[src/rtl/imm_ext_pkg.sv]
// Shared opcode, extension-mode and beat definitions for the immediate-extension controller.
package imm_ext_pkg;

  localparam int unsigned DATA_W = 32;
  localparam int unsigned IMM_W  = 16;
  localparam int unsigned OPC_W  = 6;
  localparam int unsigned MODE_W = 2;

  localparam logic [OPC_W-1:0] OP_RTYPE = 6'b000000;
  localparam logic [OPC_W-1:0] OP_J     = 6'b000010;
  localparam logic [OPC_W-1:0] OP_JAL   = 6'b000011;
  localparam logic [OPC_W-1:0] OP_BEQ   = 6'b000100;
  localparam logic [OPC_W-1:0] OP_BNE   = 6'b000101;
  localparam logic [OPC_W-1:0] OP_ADDI  = 6'b001000;
  localparam logic [OPC_W-1:0] OP_ADDIU = 6'b001001;
  localparam logic [OPC_W-1:0] OP_SLTI  = 6'b001010;
  localparam logic [OPC_W-1:0] OP_SLTIU = 6'b001011;
  localparam logic [OPC_W-1:0] OP_ANDI  = 6'b001100;
  localparam logic [OPC_W-1:0] OP_ORI   = 6'b001101;
  localparam logic [OPC_W-1:0] OP_XORI  = 6'b001110;
  localparam logic [OPC_W-1:0] OP_LUI   = 6'b001111;
  localparam logic [OPC_W-1:0] OP_LW    = 6'b100011;
  localparam logic [OPC_W-1:0] OP_SW    = 6'b101011;

  typedef enum logic [MODE_W-1:0] {
    EXT_NONE  = 2'd0,
    EXT_ZERO  = 2'd1,
    EXT_SIGN  = 2'd2,
    EXT_UPPER = 2'd3
  } ext_mode_e;

  // One decoded beat as held in the output and skid registers.
  typedef struct packed {
    logic [DATA_W-1:0] imm;
    logic [MODE_W-1:0] mode;
    logic              illegal;
  } imm_beat_t;

  typedef enum logic [1:0] {
    BUF_EMPTY = 2'd0,
    BUF_ONE   = 2'd1,
    BUF_TWO   = 2'd2
  } buf_state_e;

endpackage

[src/rtl/imm_ext_decode.sv]
// Combinational opcode decode: selects zero/sign/upper extension of instr[15:0].
module imm_ext_decode
  import imm_ext_pkg::*;
#(
  parameter int unsigned ENABLE_BRANCH_SHIFT = 0
) (
  input  logic [DATA_W-1:0] instr,
  output logic [DATA_W-1:0] imm_32,
  output logic [MODE_W-1:0] ext_mode,
  output logic              illegal
);

  localparam bit SHIFT_BR = (ENABLE_BRANCH_SHIFT != 0);

  logic [OPC_W-1:0]  opcode;
  logic [IMM_W-1:0]  field;
  logic [DATA_W-1:0] zext;
  logic [DATA_W-1:0] sext;

  assign opcode = instr[DATA_W-1 -: OPC_W];
  assign field  = instr[IMM_W-1:0];
  assign zext   = {{(DATA_W-IMM_W){1'b0}}, field};
  assign sext   = {{(DATA_W-IMM_W){field[IMM_W-1]}}, field};

  always_comb begin
    imm_32   = '0;
    ext_mode = EXT_NONE;
    illegal  = 1'b0;
    case (opcode)
      OP_ANDI, OP_ORI, OP_XORI: begin
        imm_32   = zext;
        ext_mode = EXT_ZERO;
      end
      OP_ADDI, OP_ADDIU, OP_SLTI, OP_SLTIU, OP_LW, OP_SW: begin
        imm_32   = sext;
        ext_mode = EXT_SIGN;
      end
      OP_BEQ, OP_BNE: begin
        // Optional word-offset scaling for branch targets; top bits drop off.
        imm_32   = SHIFT_BR ? {sext[DATA_W-3:0], 2'b00} : sext;
        ext_mode = EXT_SIGN;
      end
      OP_LUI: begin
        imm_32   = {field, {(DATA_W-IMM_W){1'b0}}};
        ext_mode = EXT_UPPER;
      end
      OP_RTYPE, OP_J, OP_JAL: begin
        imm_32   = '0;
      end
      default: begin
        illegal  = 1'b1;
      end
    endcase
  end

endmodule

[src/rtl/imm_ext_ctrl.sv]
// Decode-stage immediate-extension controller with a 2-entry skid buffer toward execute.
module imm_ext_ctrl
  import imm_ext_pkg::*;
#(
  parameter int unsigned CNT_W               = 16,
  parameter int unsigned ENABLE_BRANCH_SHIFT = 0
) (
  input  logic              clk,
  input  logic              reset,
  input  logic              in_valid,
  output logic              in_ready,
  input  logic [DATA_W-1:0] instr,
  output logic              out_valid,
  input  logic              out_ready,
  output logic [DATA_W-1:0] imm_32,
  output logic [MODE_W-1:0] ext_mode,
  output logic              illegal,
  output logic [CNT_W-1:0]  illegal_cnt
);

  localparam logic [CNT_W-1:0] CNT_MAX = '1;

  logic [DATA_W-1:0] dec_imm;
  logic [MODE_W-1:0] dec_mode;
  logic              dec_illegal;
  imm_beat_t         dec_beat;

  imm_ext_decode #(
    .ENABLE_BRANCH_SHIFT(ENABLE_BRANCH_SHIFT)
  ) u_decode (
    .instr    (instr),
    .imm_32   (dec_imm),
    .ext_mode (dec_mode),
    .illegal  (dec_illegal)
  );

  assign dec_beat = '{imm: dec_imm, mode: dec_mode, illegal: dec_illegal};

  buf_state_e       state_q;
  buf_state_e       state_d;
  imm_beat_t        out_q;
  imm_beat_t        skid_q;
  logic             in_ready_q;
  logic             out_valid_q;
  logic [CNT_W-1:0] cnt_q;

  logic accept;
  logic drain;
  logic load_out;
  logic load_skid;
  logic out_from_skid;

  assign accept = in_valid && in_ready_q;
  assign drain  = out_valid_q && out_ready;

  // Buffer occupancy: output register first, skid register only when it is busy.
  always_comb begin
    state_d       = state_q;
    load_out      = 1'b0;
    load_skid     = 1'b0;
    out_from_skid = 1'b0;
    case (state_q)
      BUF_EMPTY: begin
        if (accept) begin
          state_d  = BUF_ONE;
          load_out = 1'b1;
        end
      end
      BUF_ONE: begin
        if (accept && !drain) begin
          state_d   = BUF_TWO;
          load_skid = 1'b1;
        end else if (!accept && drain) begin
          state_d   = BUF_EMPTY;
        end else if (accept && drain) begin
          load_out  = 1'b1;
        end
      end
      BUF_TWO: begin
        if (drain) begin
          state_d       = BUF_ONE;
          load_out      = 1'b1;
          out_from_skid = 1'b1;
        end
      end
      default: begin
        state_d = BUF_EMPTY;
      end
    endcase
  end

  always_ff @(posedge clk or posedge reset) begin
    if (reset) begin
      state_q     <= BUF_EMPTY;
      in_ready_q  <= 1'b1;
      out_valid_q <= 1'b0;
    end else begin
      state_q     <= state_d;
      in_ready_q  <= (state_d != BUF_TWO);
      out_valid_q <= (state_d != BUF_EMPTY);
    end
  end

  // Beat registers and the accept-time illegal counter.
  always_ff @(posedge clk or posedge reset) begin
    if (reset) begin
      out_q  <= '0;
      skid_q <= '0;
      cnt_q  <= '0;
    end else begin
      if (load_out) begin
        out_q <= out_from_skid ? skid_q : dec_beat;
      end
      if (load_skid) begin
        skid_q <= dec_beat;
      end
      if (accept && dec_beat.illegal && (cnt_q != CNT_MAX)) begin
        cnt_q <= cnt_q + CNT_W'(1);
      end
    end
  end

  assign in_ready    = in_ready_q;
  assign out_valid   = out_valid_q;
  assign imm_32      = out_q.imm;
  assign ext_mode    = out_q.mode;
  assign illegal     = out_q.illegal;
  assign illegal_cnt = cnt_q;

endmodule

[config.mk]
export PLATFORM = sky130hd
export DESIGN_NAME = imm_ext_ctrl
export DESIGN_NICKNAME = d
export VERILOG_FILES = /design/src/rtl/imm_ext_pkg.sv /design/src/rtl/imm_ext_decode.sv /design/src/rtl/imm_ext_ctrl.sv
export SDC_FILE = /design/constraint.sdc
export NUM_CORES = 1
export LEC_CHECK = 0
export ABC_AREA = 1
export CAP_MARGIN = 15
export CORE_MARGIN = 10
export CORE_UTILIZATION = 55
export CTS_CLUSTER_SIZE = 40
export DETAILED_ROUTE_END_ITERATION = 8
export PLACE_DENSITY_LB_ADDON = 0.25
export SLEW_MARGIN = 30
export SYNTH_ARGS = -nofsm -noshare
export SYNTH_HDL_FRONTEND = slang
export SYNTH_SLANG_ARGS = --single-unit
[constraint.sdc]
create_clock -name clk -period 4.7 [get_ports clk]
set_input_delay 0.94 -clock clk [delete_from_list [all_inputs] [get_ports clk]]
set_output_delay 0.94 -clock clk [all_outputs]
set_load 0.1 [all_outputs]
; Word level (Yosys, flattened, before mapping)
; Index checks and enable logic that the tools add are counted.
[classes]
mux = 18
reduce_logical = 15
eq_ne = 18
n_addsub = 1
[op_table]
columns = op, count
row1 = $pmux W32 S3, 1
row2 = $eq A6 B4 Y1 const B, 8
row3 = $mux W35, 1
row4 = $add A16 B1 Y16 const B, 1
row5 = $ne A16 B16 Y1 const B, 1
row6 = $reduce_or A15 Y1, 1
row7 = $eq A6 B2 Y1 const B, 2
row8 = $eq A6 B3 Y1 const B, 2
row9 = $eq A6 B6 Y1 const B, 2
row10 = $pmux W2 S3, 2
row11 = $mux W1, 9
row12 = $mux W2, 4
row13 = $reduce_or A8 Y1, 1
row14 = $logic_and A1 B1 Y1, 7
row15 = $logic_not A6 Y1, 1
row16 = $pmux W1 S3, 1
row17 = $reduce_or A3 Y1, 1
row18 = $eq A2 B1 Y1 const B, 1
row19 = $eq A2 B2 Y1 const B, 1
row20 = $logic_not A1 Y1, 2
row21 = $logic_not A2 Y1, 1
row22 = $ne A2 B2 Y1 const B, 1
row23 = $reduce_bool A2 Y1, 1
[totals]
ff_bits = 90
out_inout_bits = 53
inputBits = 36
wordCells = 62

; Longest topological paths before layout
; Gate-level depths: netlist of run 1.
[depth]
word_depth = 7
mapped_depth = 9

; By module
; From an unflattened synthesis of run 1, not the netlist that was laid out.
[hier_totals]
cells_unflattened = 654
area_unflattened_um2 = 4772.1
[modules_own_cells]
columns = module, area_each_um2, cells_per_inst, instances, seq_area_each_um2
row1 = imm_ext_ctrl, 4201.5, 540, 1, 2253.4
row2 = imm_ext_decode, 570.5, 114, 1, 0.0

; Worst setup path after synthesis of run 1
; OpenSTA, ideal clock, no wires.
[synth_path]
path_kind = register -> register
start = register cnt_q[0] (netlist: illegal_cnt[0])
end = register cnt_q[9] (netlist: illegal_cnt[9])
path_slack_ns = 2.473
period_less_slack_ns = 2.227
n_path_buf = 1
setup_time_ns = 0.068
stages_incl_launch_ff = 9
arrival_time_ns = 2.159
path_cell_list = dfrtp_1 > ha_1 > inv_2 > nor2_4 > nand4_4 > nand3_4 > buf_12 > nand2_1 > nand2_1
[synth_via]
elab_chain_cells = 2
elab_cells_between_ends = 3
[synth_lines]
columns = element, line_no
row1 = "start, declared", imm_ext_ctrl.sv:45  ; logic [CNT_W-1:0] cnt_q;
row2 = "start signal, assigned", imm_ext_ctrl.sv:118  ; cnt_q <= cnt_q + CNT_W'(1);
row3 = "parallel branches: the longest is 2 deep, another holds $add A16 B1 Y16", n/a
; Several ways; the timed one is not identified.
; A chain may end at the register's enable or synchronous reset.

; Worst setup path in the final report of run 1
[layout_path]
start = register cnt_q[0] (netlist: illegal_cnt[0])
end = output illegal_cnt[0]
[layout_lines]
columns = element, line_no
row1 = "end, declared", imm_ext_ctrl.sv:18  ; output logic [CNT_W-1:0] illegal_cnt
; No word-level cell between the ends.

==> results of run 1 <==
## routing by layer
layer	global-route usage, %	vias to the layer above	wire length (um)
met4	6.50	0	190
met2	32.0	136	5490
met1	24.0	1906	4710
met3	4.01	18	824
li1	-	1917	-
met5	0	-	0
## stage by stage
stage | utilization, % | cells | hold slack, ps | power, uW
2_1_floorplan | - | 550 | 449 | 2780
3_3_place_gp | 66.7 | 706 | 462 | 3220
3_5_place_dp | 66.7 | 706 | 466 | 3270
4_1_cts | 69.5 | 721 | 487 | 3840
5_1_grt | 69.5 | 721 | 505 | 4000
6_report | 69.5 | 721 | 484 | 3820
## state kept, by name (all words and copies together) (netlist names)
register     cells
in_ready         1
skid_q          35
out_valid        1
imm_32          32
ext_mode         2
illegal          1
illegal_cnt     16
state_q          2
## layout make-up
class,instances,share of cell area [%]
clock buffers,10,2.56
repair buffers,80,14.8
clock inverters,5,1.47
multi-input cells,407,34.9
inverters,27,1.91
well taps,102,2.37
flip-flops and latches,90,41.9
## how the worst max path moves through the flow
stage                         from        endpoint  slack (ps)  depth (start not counted)
floorplan                    reset     ext_mode[0]        1430                          1
global placement         instr[31]       imm_32[9]        1640                          8
detailed placement       instr[31]       skid_q[6]        1550                          8
CTS                       in_ready        in_ready        1730                          1
global route        illegal_cnt[0]  illegal_cnt[0]        1700                          1
finish              illegal_cnt[0]  illegal_cnt[0]        1740                          1
## power by group
| group | switching (uW) | leakage, uW | internal (uW) | total [uW] |
|---|---|---|---|---|
| sequential | 184 | 0.00119 | 1060 | 1250 |
| clock | 261 | 0.000112 | 310 | 571 |
| combinational | 1560 | 0.00131 | 447 | 2000 |
| total | 2000 | 0.00261 | 1820 | 3820 |
## logic make-up (layout without fill, tap and decap cells)
logic type / Yosys count / after routing / share of synthesized area [%]
AO/OA/AOI/OAI: 25 / 25 / 3.46
XOR/XNOR: 7 / 7 / 1.40
adder cells (fa/ha/maj): 1 / 1 / 0.286
buffers and inverters: 53 / 122 / 5.53
flip-flops: 90 / 90 / 51.6
AND/OR/NAND/NOR: 374 / 374 / 37.8
## cell usage in the layout, fill, tap and decap left out
cell / Yosys / routed
dfrtp_1: 89 / 89
nand3_2: 1 / 1
dfstp_2: 1 / 1
buf_4: 0 / 2
o21ai_0: 6 / 6
clkinv_4: 0 / 1
nand3_4: 1 / 1
nor3_4: 2 / 2
nand4_1: 6 / 6
bufinv_16: 0 / 2
clkdlybuf4s50_1: 0 / 78
a21oi_1: 1 / 1
ha_1: 1 / 1
nor2_1: 31 / 31
nand2_2: 5 / 6
xnor2_1: 4 / 4
nor2_2: 4 / 4
o211ai_1: 3 / 3
nor2_4: 2 / 2
nand2_1: 216 / 215
clkbuf_8: 0 / 10
nand3_1: 105 / 105
inv_2: 7 / 8
a31oi_1: 15 / 15
clkinv_2: 0 / 3
nand4_4: 1 / 1
inv_1: 20 / 18
xor2_1: 3 / 3
==> metrics.yaml, run 1 <==
hpwlAfterDp_um: 7730
holdPathEnd: "skid_q[5]"
ys_seq_area_share_pct: 51.6
coreArea_mm2: 0.00773
tightestPinTransition_ps: 1000
reg2reg_depth: 5
fin_setup_tns_ps: 0
wl_per_cell_um: 15.6
hold_viol_final: 0
vias_per_cell: 5.52
die_area_mm2: 0.0119
min_period_over_period_pct: 63.0
multi_input_area_mm2: 0.00188
place_ws_ps: 1550
ioPinCount: 89
critPathBufInv: 1
ys_async_sr_fraction_pct: 100
cts_resized: 0
cts_max_path_buffers: 2
netlist_instances: 550
io_buffers: 78
fin_nets: 652
place_area_mm2: 0.00515
cp_top_family: "buffers and inverters"
fp.dieW_um: 109
grt_max_degree: 60
drtIter0Drc: 276
power_density_mw_per_mm2: 711
p_leak_uw: 0.00261
avgSynthCellArea_um2: 7.95
synth.top_cell.area_share_pct: 51.0
regToRegSetupSlack_ps: 2610
yosysTopAreaCell: "dfrtp_1"
grt_pass1_vias: 3883
antenna_found_initial: 0
htreeDepth: 3
critical_path_class: "reg -> out"
dr_total_vias: 3977
cp-start-kind: "flop"
max_freq_ghz: 0.338
synthTopCellsByArea: "dfrtp_1, nand2_1, nand3_1"
diodes: 0
ys.flop_type: "dfrtp_1"
critPathArrivalTime_ps: 2020
fillers: 622
cts_hold_buf: 0
drv_cap: 0
synth.yosys.warnings: 0
slowest_delay_ps: 1190
path_cells: "clkdlybuf4s50_1"
start_util_pct: 56.6
clock_sinks: 90
synth-seq-cells: 90
drive_gt1_share_pct: 7.11
rows: 32
fin_ws_ps: 1740
synth_edf_count: 0
critPathRequiredTime_ps: 3760
cts_tree: "yes"
cts_made_buffers: 9
clk_latency_ps: 350
finalInstanceArea_mm2: 0.00537
path_max_fanout: 7
finalWeightedCongestion: 0.820
post_cts_buffers: 0
wirelength_um: 11200
hp-class: "reg -> reg"
drc_errors: 0
reg2reg_to: "skid_q[1]"
slowest_stage: "clkdlybuf4s50_1"
slew_viol_final: 0
cts_root_buf: "clkbuf_8"
ant_nets: 0
grt_pass1_wl_um: 18600
synth_nets: 587
first_pass_iters: 5
die_y_um: 109
r2r_start: "in_ready"
synth_area_mm2: 0.00437
clk_pin_slew_worst_paths_ps: 80
critPathCaptureType: "output port"
min_from: "skid_q[5]"
finalClockSkew_ps: 8.36
gr-total-overflow: 0
synth_most_common_cell: "nand2_1"
finalSetupViolations: 0
fin_crit_ps: 2960
seq_area_mm2: 0.00225
status: "finished clean"
ys_types: 25
relSlewSlack_pct: 32.9
vdd_drop_max_uv: 340
holdPathStages: 2
grtUsageTotal_pct: 19.1
area_delta_synth_final_pct: 23.0
synth.cells.most_frequent: "nand2_1, nand3_1, dfrtp_1"
rsz0062_at_grt: "false"
Note: power is estimated with default switching activity, not from simulation.
==> inputs of run 2 (changes only) <==
--- a/config.mk
+++ b/config.mk
@@ -8,7 +8,7 @@
 export ABC_AREA = 1
 export CAP_MARGIN = 15
 export CORE_MARGIN = 10
-export CORE_UTILIZATION = 55
+export CORE_UTILIZATION = 52
 export CTS_CLUSTER_SIZE = 40
 export DETAILED_ROUTE_END_ITERATION = 8
 export PLACE_DENSITY_LB_ADDON = 0.25
==> constraint.sdc (replaced) <==
create_clock -name clk -period 3.1 [get_ports clk]
set_input_delay 0.62 -clock clk [delete_from_list [all_inputs] [get_ports clk]]
set_output_delay 0.62 -clock clk [all_outputs]
set_load 0.1 [all_outputs]
==> run 2 against run 1 <==
Clock-buffer cell count up 1. Utilization is 5.5 points lower. Combinational power up 48%. Critical path type is now in -> reg.
==> metrics.yaml, run 2 (synthesis results as in run 1) <==
die_y_um: 112
fin_crit_ps: 2110
rows: 33
power_frac_comb_pct: 53.0
start_util_pct: 53.2
cp-startpoint: "instr[31]"
drc_errors: 0
grt_pass1_vias: 3827
power_frac_seq_pct: 33.8
critical_path_class: "in -> reg"
cts_max_path_buffers: 2
rsz0062_at_grt: "false"
fp.dieW_um: 112
cts_tree: "yes"
regToRegSetupSlack_ps: 1220
drtIter0Drc: 273
relSlewSlack_pct: 55.2
grt_max_degree: 44
wirelength_um: 10900
wl_per_cell_um: 15.0
cts_resized: 0
hp-class: "reg -> reg"
coreArea_mm2: 0.00822
io_buffers: 78
die_area_mm2: 0.0125
fin_ws_ps: 993
clk_latency_ps: 360
cts_hold_buf: 0
slew_viol_final: 0
endpoint: "imm_32[13]"
finalInstanceArea_mm2: 0.00526
critPathRequiredTime_ps: 3390
p_sw_share_pct: 54.6
first_pass_iters: 5
hold_viol_final: 0
dpl.cell_count: 713
largest_register: "skid_q"
drive_gt1_share_pct: 15.9
clk_pin_slew_worst_paths_ps: 100
ioPinCount: 89
cts_made_buffers: 9
pwr-share-clk_pct: 13.2
finalClockSkew_ps: 8.84
vdd_drop_max_uv: 622
grt_pass1_wl_um: 18700
dr_total_vias: 3966
largest_reg_flops: 35
r2r_start: "illegal_cnt[0]"
antenna_found_initial: 0
fin_setup_tns_ps: 0
min_period_over_period_pct: 68.0
max_freq_ghz: 0.475
grtUsageTotal_pct: 17.5
finalWeightedCongestion: 0.909
place_ws_ps: 654
htreeDepth: 3
hpwlAfterDp_um: 7590
fin_nets: 656
diodes: 0
power_density_mw_per_mm2: 1060
gr-total-overflow: 0
post_cts_buffers: 0
final_cells: 729
place_area_mm2: 0.00508
critPathArrivalTime_ps: 2400
area_delta_synth_final_pct: 20.4
vias_per_cell: 5.44
finalSetupViolations: 0
tightestPinTransition_ps: 670
status: "finished clean"
holdPathStages: 2
path_max_fanout: 32
switchingPower_uw: 3050
drv_cap: 0
critPathCaptureType: "flop"
cts_root_buf: "clkbuf_8"
clock_sinks: 90
p_int_uw: 2540
reg2reg_depth: 7
cp-start-kind: "primary input"
p_leak_uw: 0.00271
mostFrequentLayoutCell: "nand2_1"
layout_common_cells: "nand2_1, nand3_1, dfrtp_1"
ant_nets: 0
reg2reg_to: "illegal_cnt[11]"
[run 2: power groups by stage]
stage | sequential, uW | clock, uW | combinational [uW]
detailed placement | 1910 | 0 | 2980
global route | 1950 | 811 | 3130
floorplan | 3490 | 0 | 728
finish | 1890 | 737 | 2960
global placement | 1880 | 0 | 2940
CTS | 1890 | 750 | 2990
[run 2: metal layers]
metal	vias up	routed length (um)	GRT usage, %	part of all wire (%)
li1	1921	-	-	-
met1	1931	5010	23.5	46
met2	105	5220	27.2	48
met3	9	583	4.13	5.3
met4	0	123	5.40	1.1
met5	-	0	0	0
[run 2: through the flow]
step                      hold slack [ps]  power [uW]  utilization, %
after floorplan                       449        4210               -
after global placement                462        4830            61.8
after detailed placement              468        4890            61.8
after CTS                             494        5620            64.0
after global routing                  516        5890            64.0
final                                 491        5590            64.0
[run 2: worst min-delay path by stage]
| stage | start | to | slack [ps] |
|---|---|---|---|
| 3_3_place_gp | skid_q[14] | skid_q[14] | 460 |
| 4_1_cts | skid_q[21] | imm_32[18] | 490 |
| 5_1_grt | skid_q[15] | skid_q[15] | 520 |
| 3_5_place_dp | skid_q[6] | skid_q[6] | 470 |
| 6_report | skid_q[8] | skid_q[8] | 490 |
| 2_1_floorplan | skid_q[10] | skid_q[10] | 450 |
[run 2: critical path, stage by stage]
cell and delay, ps:
clkdlybuf4s50_1 460, nor2_2 190, nand3_2 140, inv_2 240, nand2_1 100, nand2_1 100
buf_4 310, nand3_1 120, nand3_1 110
[run 2: layout make-up]
type | instances | area [um2]
Clock buffer | 11 | 141
Timing Repair Buffer | 84 | 718
Clock inverter | 5 | 37.5
Tap cell | 105 | 131
Fill cell | 714 | 2960
Inverter | 27 | 103
Multi-Input combinational cell | 407 | 1880
Sequential cell | 90 | 2250
